[config.mk]
export PLATFORM = sky130hd
export DESIGN_NAME = pong_game_ctrl
export DESIGN_NICKNAME = d
export VERILOG_FILES = /design/src/rtl/pong_game_ctrl.sv
export SDC_FILE = /design/constraint.sdc
export NUM_CORES = 1
export LEC_CHECK = 0
export CORE_MARGIN = 2
export CORE_UTILIZATION = 45
export CTS_CLUSTER_SIZE = 25
export DETAILED_ROUTE_END_ITERATION = 6
export PLACE_DENSITY_LB_ADDON = 0.1
export SYNTH_ARGS = -nofsm -noshare
export SYNTH_HDL_FRONTEND = slang
export SYNTH_SLANG_ARGS = --single-unit
[constraint.sdc]
create_clock -name CLOCK_50 -period 1.95 [get_ports CLOCK_50]
set_clock_uncertainty 0.1 [all_clocks]
set_input_delay 0.195 -clock CLOCK_50 [delete_from_list [all_inputs] [get_ports CLOCK_50]]
set_output_delay 0.195 -clock CLOCK_50 [all_outputs]
set_load 0.005 [all_outputs]
[src/rtl/pong_game_ctrl.sv]
// pong_game_ctrl: serve/play/point/game-over sequencing and scoring for two-player pong.
// Optional feature macro PONG_SPEEDUP_EN: ball speed steps up with paddle hits.
`timescale 1ns/1ps
module pong_game_ctrl #(
  parameter int WIN_SCORE     = 7,
  parameter int SERVE_FRAMES  = 60,
  parameter int POINT_FRAMES  = 90,
  parameter int HITS_PER_STEP = 4
) (
  input  logic       CLOCK_50,
  input  logic       rst_n,
  input  logic       frame_tick,
  input  logic       p1_start,
  input  logic       p2_start,
  input  logic       miss_left,
  input  logic       miss_right,
  input  logic       paddle_hit,
  output logic       ball_run,
  output logic       ball_reset,
  output logic       serve_dir,
  output logic [3:0] score_p1,
  output logic [3:0] score_p2,
  output logic [1:0] winner,
  output logic [2:0] state,
  output logic [2:0] ball_speed,
  output logic [7:0] led
);

  localparam int FMAX = (SERVE_FRAMES > POINT_FRAMES) ?
                        SERVE_FRAMES : POINT_FRAMES;
  localparam int FW = $clog2(FMAX + 1);
  localparam logic [FW-1:0] SERVE_LAST = FW'(SERVE_FRAMES - 1);
  localparam logic [FW-1:0] POINT_LAST = FW'(POINT_FRAMES - 1);
  localparam logic [3:0] WIN = 4'(WIN_SCORE);

  typedef enum logic [2:0] {
    IDLE  = 3'd0,
    SERVE = 3'd1,
    PLAY  = 3'd2,
    POINT = 3'd3,
    OVER  = 3'd4
  } state_e;

  state_e        state_q, state_d;
  logic [FW-1:0] cnt_q, cnt_d;
  logic [3:0]    s1_q, s1_d;
  logic [3:0]    s2_q, s2_d;
  logic [1:0]    win_q, win_d;
  logic          dir_q, dir_d;
  logic          brst_q, brst_d;
  logic [2:0]    p1_sync_q, p1_sync_d;
  logic [2:0]    p2_sync_q, p2_sync_d;
  logic          p1_rise, p2_rise;
  logic          serve_entry;

  // Start pins: two sync stages, third stage remembers last level for edge detect.
  always_comb begin
    p1_sync_d = {p1_sync_q[1:0], p1_start};
    p2_sync_d = {p2_sync_q[1:0], p2_start};
    p1_rise   = p1_sync_q[1] & ~p1_sync_q[2];
    p2_rise   = p2_sync_q[1] & ~p2_sync_q[2];
  end

  // Game sequencing: next state, scores, serve direction and recentre pulse.
  always_comb begin
    state_d     = state_q;
    cnt_d       = cnt_q;
    s1_d        = s1_q;
    s2_d        = s2_q;
    win_d       = win_q;
    dir_d       = dir_q;
    brst_d      = 1'b0;
    serve_entry = 1'b0;
    unique case (state_q)
      IDLE, OVER: begin
        if (p1_rise | p2_rise) begin
          state_d     = SERVE;
          cnt_d       = '0;
          s1_d        = '0;
          s2_d        = '0;
          win_d       = 2'b00;
          dir_d       = p1_rise;
          brst_d      = 1'b1;
          serve_entry = 1'b1;
        end
      end
      SERVE: begin
        if (frame_tick) begin
          if (cnt_q == SERVE_LAST) begin
            state_d = PLAY;
            cnt_d   = '0;
          end else begin
            cnt_d = cnt_q + 1'b1;
          end
        end
      end
      PLAY: begin
        if (miss_left | miss_right) begin
          state_d = POINT;
          cnt_d   = '0;
          if (miss_left & ~miss_right) begin
            if (s2_q < WIN) s2_d = s2_q + 4'd1;
            dir_d = 1'b0;
          end else if (miss_right & ~miss_left) begin
            if (s1_q < WIN) s1_d = s1_q + 4'd1;
            dir_d = 1'b1;
          end
        end
      end
      POINT: begin
        if (frame_tick) begin
          if (cnt_q == POINT_LAST) begin
            cnt_d = '0;
            if (s1_q == WIN || s2_q == WIN) begin
              state_d = OVER;
              win_d   = (s1_q == WIN) ? 2'b01 : 2'b10;
            end else begin
              state_d     = SERVE;
              brst_d      = 1'b1;
              serve_entry = 1'b1;
            end
          end else begin
            cnt_d = cnt_q + 1'b1;
          end
        end
      end
      default: state_d = IDLE;
    endcase
  end

  // Game state registers.
  always_ff @(posedge CLOCK_50 or negedge rst_n) begin
    if (!rst_n) begin
      state_q   <= IDLE;
      cnt_q     <= '0;
      s1_q      <= '0;
      s2_q      <= '0;
      win_q     <= 2'b00;
      dir_q     <= 1'b0;
      brst_q    <= 1'b0;
      p1_sync_q <= '0;
      p2_sync_q <= '0;
    end else begin
      state_q   <= state_d;
      cnt_q     <= cnt_d;
      s1_q      <= s1_d;
      s2_q      <= s2_d;
      win_q     <= win_d;
      dir_q     <= dir_d;
      brst_q    <= brst_d;
      p1_sync_q <= p1_sync_d;
      p2_sync_q <= p2_sync_d;
    end
  end

`ifdef PONG_SPEEDUP_EN
  localparam int HW = $clog2(HITS_PER_STEP + 1);
  localparam logic [HW-1:0] HIT_LAST = HW'(HITS_PER_STEP - 1);

  logic [HW-1:0] hit_q, hit_d;
  logic [2:0]    spd_q, spd_d;

  // Hit counter: every HITS_PER_STEP hits bump speed, saturating at 7.
  always_comb begin
    hit_d = hit_q;
    spd_d = spd_q;
    if (serve_entry) begin
      hit_d = '0;
      spd_d = 3'd1;
    end else if (state_q == PLAY && paddle_hit) begin
      if (hit_q == HIT_LAST) begin
        hit_d = '0;
        if (spd_q != 3'd7) spd_d = spd_q + 3'd1;
      end else begin
        hit_d = hit_q + 1'b1;
      end
    end
  end

  // Speed-up registers.
  always_ff @(posedge CLOCK_50 or negedge rst_n) begin
    if (!rst_n) begin
      hit_q <= '0;
      spd_q <= 3'd1;
    end else begin
      hit_q <= hit_d;
      spd_q <= spd_d;
    end
  end

  assign ball_speed = spd_q;
`else
  logic unused_sig;
  assign unused_sig = paddle_hit ^ serve_entry;
  assign ball_speed = 3'd1;
`endif

  assign ball_run   = (state_q == PLAY);
  assign ball_reset = brst_q;
  assign serve_dir  = dir_q;
  assign score_p1   = s1_q;
  assign score_p2   = s2_q;
  assign winner     = win_q;
  assign state      = state_q;
  assign led        = {s1_q, s2_q};

endmodule

==> summary.txt <==
Status
  • Outcome: finished with violations
  • Failing checks: negative setup slack

Routing
  • DR pass1 iterations: 4
  • Top sig layer: met4
  • Detail Route Antenna Nets: 0
  • Wire length on met2: 1723 um
  • Wire length on met1: 1468 um
  • Routed WL per cell: 13.98 um
  • Via-to-Cell Ratio: 5.267
  • DRT Wirelength: 3396 um
  • Via Count: 1280
  • Remaining DRCs: 0
  • Met3 wire length: 139 um
  • DR iter-0 viols: 62

Setup path
  • Crit start category: flop
  • FF-to-FF End: state[2]$_DFFE_PN0P_
  • Crit path from: cnt_q[0]$_DFFE_PN0P_
  • Reg2reg setup slack: -80 ps
  • WP buf/inv: 0
  • CP Class: reg2reg
  • Reg2Reg Depth: 6
  • CP arrival: 2170 ps
  • Crit-path max FO: 5
  • CP peak stage delay: 430 ps
  • Worst R2R Start: cnt_q[0]$_DFFE_PN0P_
  • Slowest CP cell: or4_4
  • Worst EP required: 2100 ps
  • Stages on the worst setup path: 6
  • Worst path top cell family by delay: simple AND/OR/NAND/NOR gates
  • CP endpoint: state[2]$_DFFE_PN0P_
  • CP endpoint kind: flop
  • Cells along the critical path: ha_2 -> or2b_1 -> or4_4 -> nand3_4 -> o2111ai_4 -> mux2_4

CTS
  • Hold Buf Count CTS: 0
  • Clk buf depth: 2
  • Reg clk slew, reported paths: 160 ps
  • CTS buffer count: 3
  • Clock root buffer: clkbuf_4
  • Clk_lat worst skew: 340 ps
  • H-tree Lvls: 1
  • Clock Sinks: 28
  • CTS tree: done

Floorplanning
  • Die Wd: 62.65 um
  • Row count: 21
  • Core Area: 3311 um2
  • Die height: 62.65 um
  • Top Ports: 35
  • Initial Util: 0.4675
  • Die Area: 3924 um2

Place
  • Dpl ws: -51.75 ps
  • DP HPWL: 2493 um
  • Number of port buffers: 30
  • Cells after DPL: 236
  • Final Wtd Congestion: 0.8699

Logic synthesis
  • Synth Instances: 156
  • Synth area leader: dfrtp_1
  • Top cell types by occurrence after synthesis: 28 x dfrtp_1, 18 x nor2_1, 13 x nand2_1, 11 x buf_4, 10 x o21ai_0
  • Warnings, synthesis: 0
  • Synth area leaders: dfrtp_1 45%, buf_4 5.3%, nor2_1 4.4%
  • #FFs+latches synth: 28
  • Most numerous cell in the Yosys netlist: dfrtp_1
  • Post-synth top flop: dfrtp_1
  • Post-synth ARST share: 1.000
  • Register area share after synthesis: 0.4527
  • Post-synth EDFFs: 0
  • Syn Area/Cell: 9.921 um2
  • Yosys top cell area share: 0.4527
  • Cell Area, Synth: 1548 um2
  • Netlist cell types: 44

Power and ir drop
  • Power per cell area: 930.8 nW/um2
  • Peak VDD IR: 0.6735 mV
  • Leak: 0.8933 nW

Cells and area
  • Filler cells: 297
  • Total Nets Final: 210
  • Util after Layout: 0.6081
  • Fin cells: 243
  • Layout area overhead: 30.07%
  • Register area: 700.7 um2
  • ANT cells: 0
  • Multi-input logic area: 726.9 um2
  • Share of layout cells above drive strength 1: 0.2183

Global route
  • Gr ovfl total: 0
  • First-pass GRT wire length: 6023 um
  • Largest net degree at the start of global routing: 29
  • Initial antenna violation count: 0
  • All-layer global routing usage: 0.1931
  • Vias in the first global route: 1296

Timing
  • TNS Setup: -244.9 ps
  • RSZ-0062 raised after global routing: yes
  • Final period util: 1.040
  • Final Max Tran Viols: 0
  • Final Hold Vio Count: 0
  • Tmin final: 2027 ps
  • Slack of the critical path: -77.03 ps
  • Fmax: 493.3 MHz
  • Setup violators final: 6

Min path
  • Hold WC Path Type: in2async

Job
  • Max-cap check violation count: 0
power by group:
group	leakage, nW	switching (mW)	internal (mW)
clock	0.0279	0.179	0.208
combinational	0.498	0.385	0.386
sequential	0.368	0.0566	0.659
total	0.893	0.621	1.25
cell type report:
type	instances	share of cell area
multi-input cells	110	0.3611
flip-flops and latches	28	0.3480
repair buffers	50	0.2268
well taps	46	0.02859
clock inverters	1	0.01492
clock buffers	3	0.01119
inverters	5	0.009323
metrics by stage:
| stage | hold WS, ps | instance area, um2 | total power, mW |
|---|---|---|---|
| after floorplan | -200.6 | 1554 | 1.161 |
| after global placement | 233.5 | 1918 | 1.404 |
| after detailed placement | 240.3 | 1918 | 1.431 |
| after CTS | 117.8 | 1999 | 1.867 |
| after global routing | 135.7 | 2013 | 2.003 |
| final | 107.6 | 2013 | 1.874 |
metal layers:
metal | up-vias | track usage
met5 | - | 0
met4 | 0 | 0.08333
met3 | 7 | 0.03063
met2 | 30 | 0.3306
met1 | 623 | 0.2413
li1 | 620 | -
repair_timing:
action                     CTS  global route
gates resized for setup      4             2
setup buffers                2             1
setup endpoints to repair   10            11
pin swaps                    2             2
cell usage in the layout, fill, tap and decap left out, types with 2 or more instances in the layout:
cell type,instances
clkdlybuf4s50_1,29
dfrtp_1,28
buf_4,19
nor2_1,17
nand2_1,13
o21ai_0,9
nand3_1,6
a21oi_1,6
inv_1,5
nor2b_1,5
nand4_1,4
nor3_1,4
nand2b_1,3
ha_1,3
conb_1,3
clkbuf_4,3
o22ai_1,2
or2_2,2
o21bai_1,2
a221o_1,2
mux2i_1,2
state kept, by name (all words and copies together) (netlist names):
signal	cells
serve_dir	1
p2_sync_q	3
winner	2
score_p2	4
state	3
score_p1	4
p1_sync_q	3
ball_reset	1
cnt_q	7
worst min-delay path by stage:
stage	start	endpoint	slack [ps]	cells after the start
after CTS	rst_n	score_p1[3]$_DFFE_PN0P_	120	2
final	rst_n	score_p1[3]$_DFFE_PN0P_	110	2
after detailed placement	p1_sync_q[0]$_DFF_PN0_	p1_sync_q[1]$_DFF_PN0_	240	0
after global placement	p2_sync_q[0]$_DFF_PN0_	p2_sync_q[1]$_DFF_PN0_	230	0
after floorplan	rst_n	ball_reset$_DFF_PN0_	-200	0
after global routing	rst_n	score_p2[2]$_DFFE_PN0P_	140	2
cells by family after synthesis:
| group | count (synthesis) | share of synthesized area |
|---|---|---|
| AND/OR/NAND/NOR | 66 | 0.2344 |
| flip-flops | 28 | 0.4527 |
| multiplexers | 3 | 0.02263 |
| buffers and inverters | 19 | 0.09055 |
| adder cells (fa/ha/maj) | 4 | 0.03234 |
| other | 2 | 0.004852 |
| AO/OA/AOI/OAI | 34 | 0.1625 |
Power figures use the tool's default switching activity.
==> RTL edit 1 (config.mk and constraints unchanged) <==
Build with the macro `PONG_SPEEDUP_EN` defined.
--- a/src/rtl/pong_game_ctrl.sv
+++ b/src/rtl/pong_game_ctrl.sv
@@ -2,4 +2,6 @@
 // Optional feature macro PONG_SPEEDUP_EN: ball speed steps up with paddle hits.
 `timescale 1ns/1ps
+`define PONG_SPEEDUP_EN
+
 module pong_game_ctrl #(
   parameter int WIN_SCORE     = 7,
Formal check against the unedited RTL: same outputs for any inputs over 10 cycles, from zero or initial values and one cycle with rst_n low; that may be too few to reach the edited logic, so the function may still have changed.
==> RTL edit 1 against the original RTL <==
The flow still finishes with violations (setup timing); sequential cell count increased by 6; sequential share of layout area fell by 0.53 points; setup slack improved by 0.062 ns; total power rose by 26%; area after synthesis is 16% higher; routed wire length rose by 20%; cell area up 23%; sequential power up 13%; critical path type unchanged; largest power group is now sequential cells.
==> RTL edit 1: results (changes against the original RTL) <==
place:
  dpl_cell_area_um2: 2230  # +16%
  placedCellCount: 262  # +11%
  gp_congestion: 0.827  # -4.9%
sta:
  setup_viol: 1  # -5
  fin_setup_tns_ns: -0.0152  # +0.230 ns
  worst_slack_ns: -0.0152  # +0.0618 ns
detailed_routing:
  drt-met1-wl_um: 1710  # +16%
  met3WireLength_um: 160  # +15%
  wirelength_um: 4070  # +20%
power:
  internal-power_mw: 1.67  # +33%
  leakage_nw: 1.11  # +24%
  p_comb_share_pct: 32.3  # -8.9 points
global_route:
  grt_pass1_wl_um: 6530  # +8.4%
  use_met1_pct: 21.1  # -3.0 points
  use_met3_pct: 5.74  # +2.7 points
clocking:
  cts_root_buf: "clkbuf_8"
  post-cts-setup-buffer-count: 1  # -1
  clk_latency_ns: 0.29  # -0.05 ns
run_status:
  violations: "setup timing"
  status: "finished with violations"
logic_synthesis:
  synth_area_leaders: "dfrtp_1 (46%), ha_1 (4.9%), buf_4 (3.8%), nand2_1 (3.1%), a22o_1 (2.9%)"
  muxShareOfSynthArea_pct: 3.01  # +0.75 points
  netlist_top_cells_count: "dfrtp_1 (33), nand2_1 (15), nor2_1 (13), buf_4 (9), inv_1 (9)"
  seq_area_frac_synth_pct: 47.7  # +2.4 points
  synth_compound_area_share_pct: 18.7  # +2.4 points
  synthXorXnorAreaFrac_pct: 0.490  # +0.49 points
cells_and_area:
  final-clk-cell-share_pct: 5.54  # +2.9 points
  inverters_excl_clock: 10  # +5
  fillers: 307  # +3.4%
  area_growth_pct: 39.0
  drive_above_1_share_pct: 23.0  # +1.2 points
-- RTL edit 1: cell types whose count changed in the layout (fill, tap and decap cells not counted), sizes merged, moves of 4 or more --
cell	unedited run	this run
a21o	1	6
nor2	18	13
clkdlybuf4s50	29	33
a22o	2	6
dfrtp	28	33
inv	5	10
-- RTL edit 1: final timing paths --
kind | cells after the start | endpoint | slack (ns) | startpoint
worst max register to register | 6 | cnt_q[0]$_DFFE_PN0P_ | -0.02 | state[2]$_DFFE_PN0P_
worst min register to register | 0 | p2_sync_q[1]$_DFF_PN0_ | 0.25 | p2_sync_q[0]$_DFF_PN0_
min in group CLOCK_50 | 1 | p1_sync_q[0]$_DFF_PN0_ | 0.24 | p1_start
max in group asynchronous | 2 | ball_speed[0]$_DFFE_PN1P_ | 1.19 | rst_n
worst max-delay path | 6 | cnt_q[0]$_DFFE_PN0P_ | -0.02 | state[2]$_DFFE_PN0P_
worst min-delay path | 2 | score_p2[1]$_DFFE_PN0P_ | 0.21 | rst_n
==> RTL edit 2 (config.mk and constraints unchanged) <==
Without the edit above. Remove the register `brst_q`: a continuous assignment takes its place, so the output `ball_reset` follows one clock earlier.
--- a/src/rtl/pong_game_ctrl.sv
+++ b/src/rtl/pong_game_ctrl.sv
@@ -138,5 +138,4 @@
       win_q     <= 2'b00;
       dir_q     <= 1'b0;
-      brst_q    <= 1'b0;
       p1_sync_q <= '0;
       p2_sync_q <= '0;
@@ -148,9 +147,10 @@
       win_q     <= win_d;
       dir_q     <= dir_d;
-      brst_q    <= brst_d;
       p1_sync_q <= p1_sync_d;
       p2_sync_q <= p2_sync_d;
     end
   end
+
+  assign brst_q = brst_d;
 
 `ifdef PONG_SPEEDUP_EN
Formal check against the unedited RTL: not equivalent (a bounded check fails within 4 cycles, from zero or initial values and one cycle with rst_n low).
==> RTL edit 2 against the original RTL <==
Non-clock buffer count rose by 14; die area is 4.0% lower; setup slack gained 0.072 ns; routed wire length shrank 1.3%; total power is 11% higher; cell area increased by 5.5%; final cell count increased by 2.5%; area after synthesis fell by 4.3%; the flow still finishes with violations (setup timing); highest routed layer unchanged; sequential cell count fell by 1.
==> RTL edit 2: results (changes against the original RTL) <==
run_status:
  status: "finished with violations"
  violations: "setup timing"
worst_setup_path:
  timing.rr.start: "state[2]$_DFFE_PN0P_"
  cp_slowest_cell: "or3b_4"
  worstPathMaxFanout: 4  # -1
  worstPathArrival_ns: 2.08  # -0.09 ns
  crit_start: "state[2]$_DFFE_PN0P_"
  r2r-end: "score_p1[0]$_DFFE_PN0P_"
place:
  place_ws_ns: -0.286  # -0.234 ns
  dpl_cell_area_um2: 1960  # +2.0%
  gp_congestion: 0.851  # -2.2%
  dp.final_hpwl_um: 2430  # -2.3%
sta:
  setup_viol: 1  # -5
  hold_ws_ns: 0.0951  # -0.0125 ns
  worst_slack_ns: -0.00524  # +0.0718 ns
  fin_setup_tns_ns: -0.00524  # +0.240 ns
cells_and_area:
  seqCellArea_um2: 676  # -3.6%
  nets: 218  # +3.8%
  buf_share_pct: 26.8  # +4.1 points
  multi_input_cells: 105  # -4.5%
  num-nonclk-buffers: 64  # +28%
  multi_input_area_share_pct: 36.2  # +0.13 points
  final-clk-cell-share_pct: 1.41  # -1.2 points
  drive_above_1_share_pct: 28.3  # +6.5 points
  fillers: 272  # -8.4%
global_route:
  use_met2_pct: 33.4  # +0.37 points
  grt_use_total_pct: 19.5  # +0.18 points
  use_met3_pct: 2.73  # -0.33 points
  grt_pass1_wl_um: 5450  # -9.5%
  use_met1_pct: 25.2  # +1.1 points
power:
  peakVddDrop_mv: 0.624  # -7.4%
  switchingPower_mw: 0.768  # +24%
  leakage_nw: 0.973  # +8.9%
  pwr-share-seq_pct: 37.6  # -0.6 points
  p_comb_share_pct: 50.3  # +9.1 points
logic_synthesis:
  syn_avg_cell_area_um2: 9.94  # +0.21%
  muxShareOfSynthArea_pct: 2.45  # +0.19 points
  netlist_top_cells_count: "dfrtp_1 (27), nand2_1 (16), nor2_1 (12), o21ai_0 (12), buf_4 (11)"
  synth_compound_area_share_pct: 21.1  # +4.9 points
  synth_area_leaders: "dfrtp_1 (46%), buf_4 (5.6%), o21ai_0 (4.1%), nand2_1 (4.1%), ha_1 (3.4%)"
  seq_area_frac_synth_pct: 45.6  # +0.34 points
  synth.distinct_cells: 45  # +2.3%
clocking:
  cts.sinks: 27  # -3.6%
detailed_routing:
  via_per_inst: 5.21  # -1.1%
  wirelength_um: 3350  # -1.3%
  met3WireLength_um: 114  # -18%
  wl_met2_um: 1700  # -1.3%
  drtIter0Drc: 71  # +15%
  drt-met1-wl_um: 1500  # +2.4%
-- RTL edit 2: cell count changes in the layout (fill, tap and decap cells not counted), moves of 3 or more --
| cell | change |
|---|---|
| nand3_1 | -3 |
| buf_4 | +12 |
| a21oi_1 | -5 |
| nor2_1 | -6 |
| a21o_1 | +3 |
-- RTL edit 2: what timing repair did --
action,in CTS,in global routing
hold buffers,0,0
endpoints found under the setup margin,7,14
setup buffers,4,4
pin swaps,5,9
gates resized for setup,9,13
hold endpoints to repair,0,0
-- RTL edit 2: through the flow --
| step | std cells | power [mW] | utilization (%) |
|---|---|---|---|
| after global placement | 237 | 1.67 | 63.0 |
| after global routing | 249 | 2.24 | 68.4 |
| after detailed placement | 237 | 1.70 | 63.0 |
| after floorplan | 150 | 1.27 | - |
| final | 249 | 2.08 | 68.4 |
| after CTS | 245 | 1.98 | 65.2 |
-- RTL edit 2: critical path, delay by kind of cell (launching register included) --
kind	cells	cell delay (ns)
simple gates	4	0.91
flops	1	0.40
mux	1	0.29
buf+inv	1	0.15
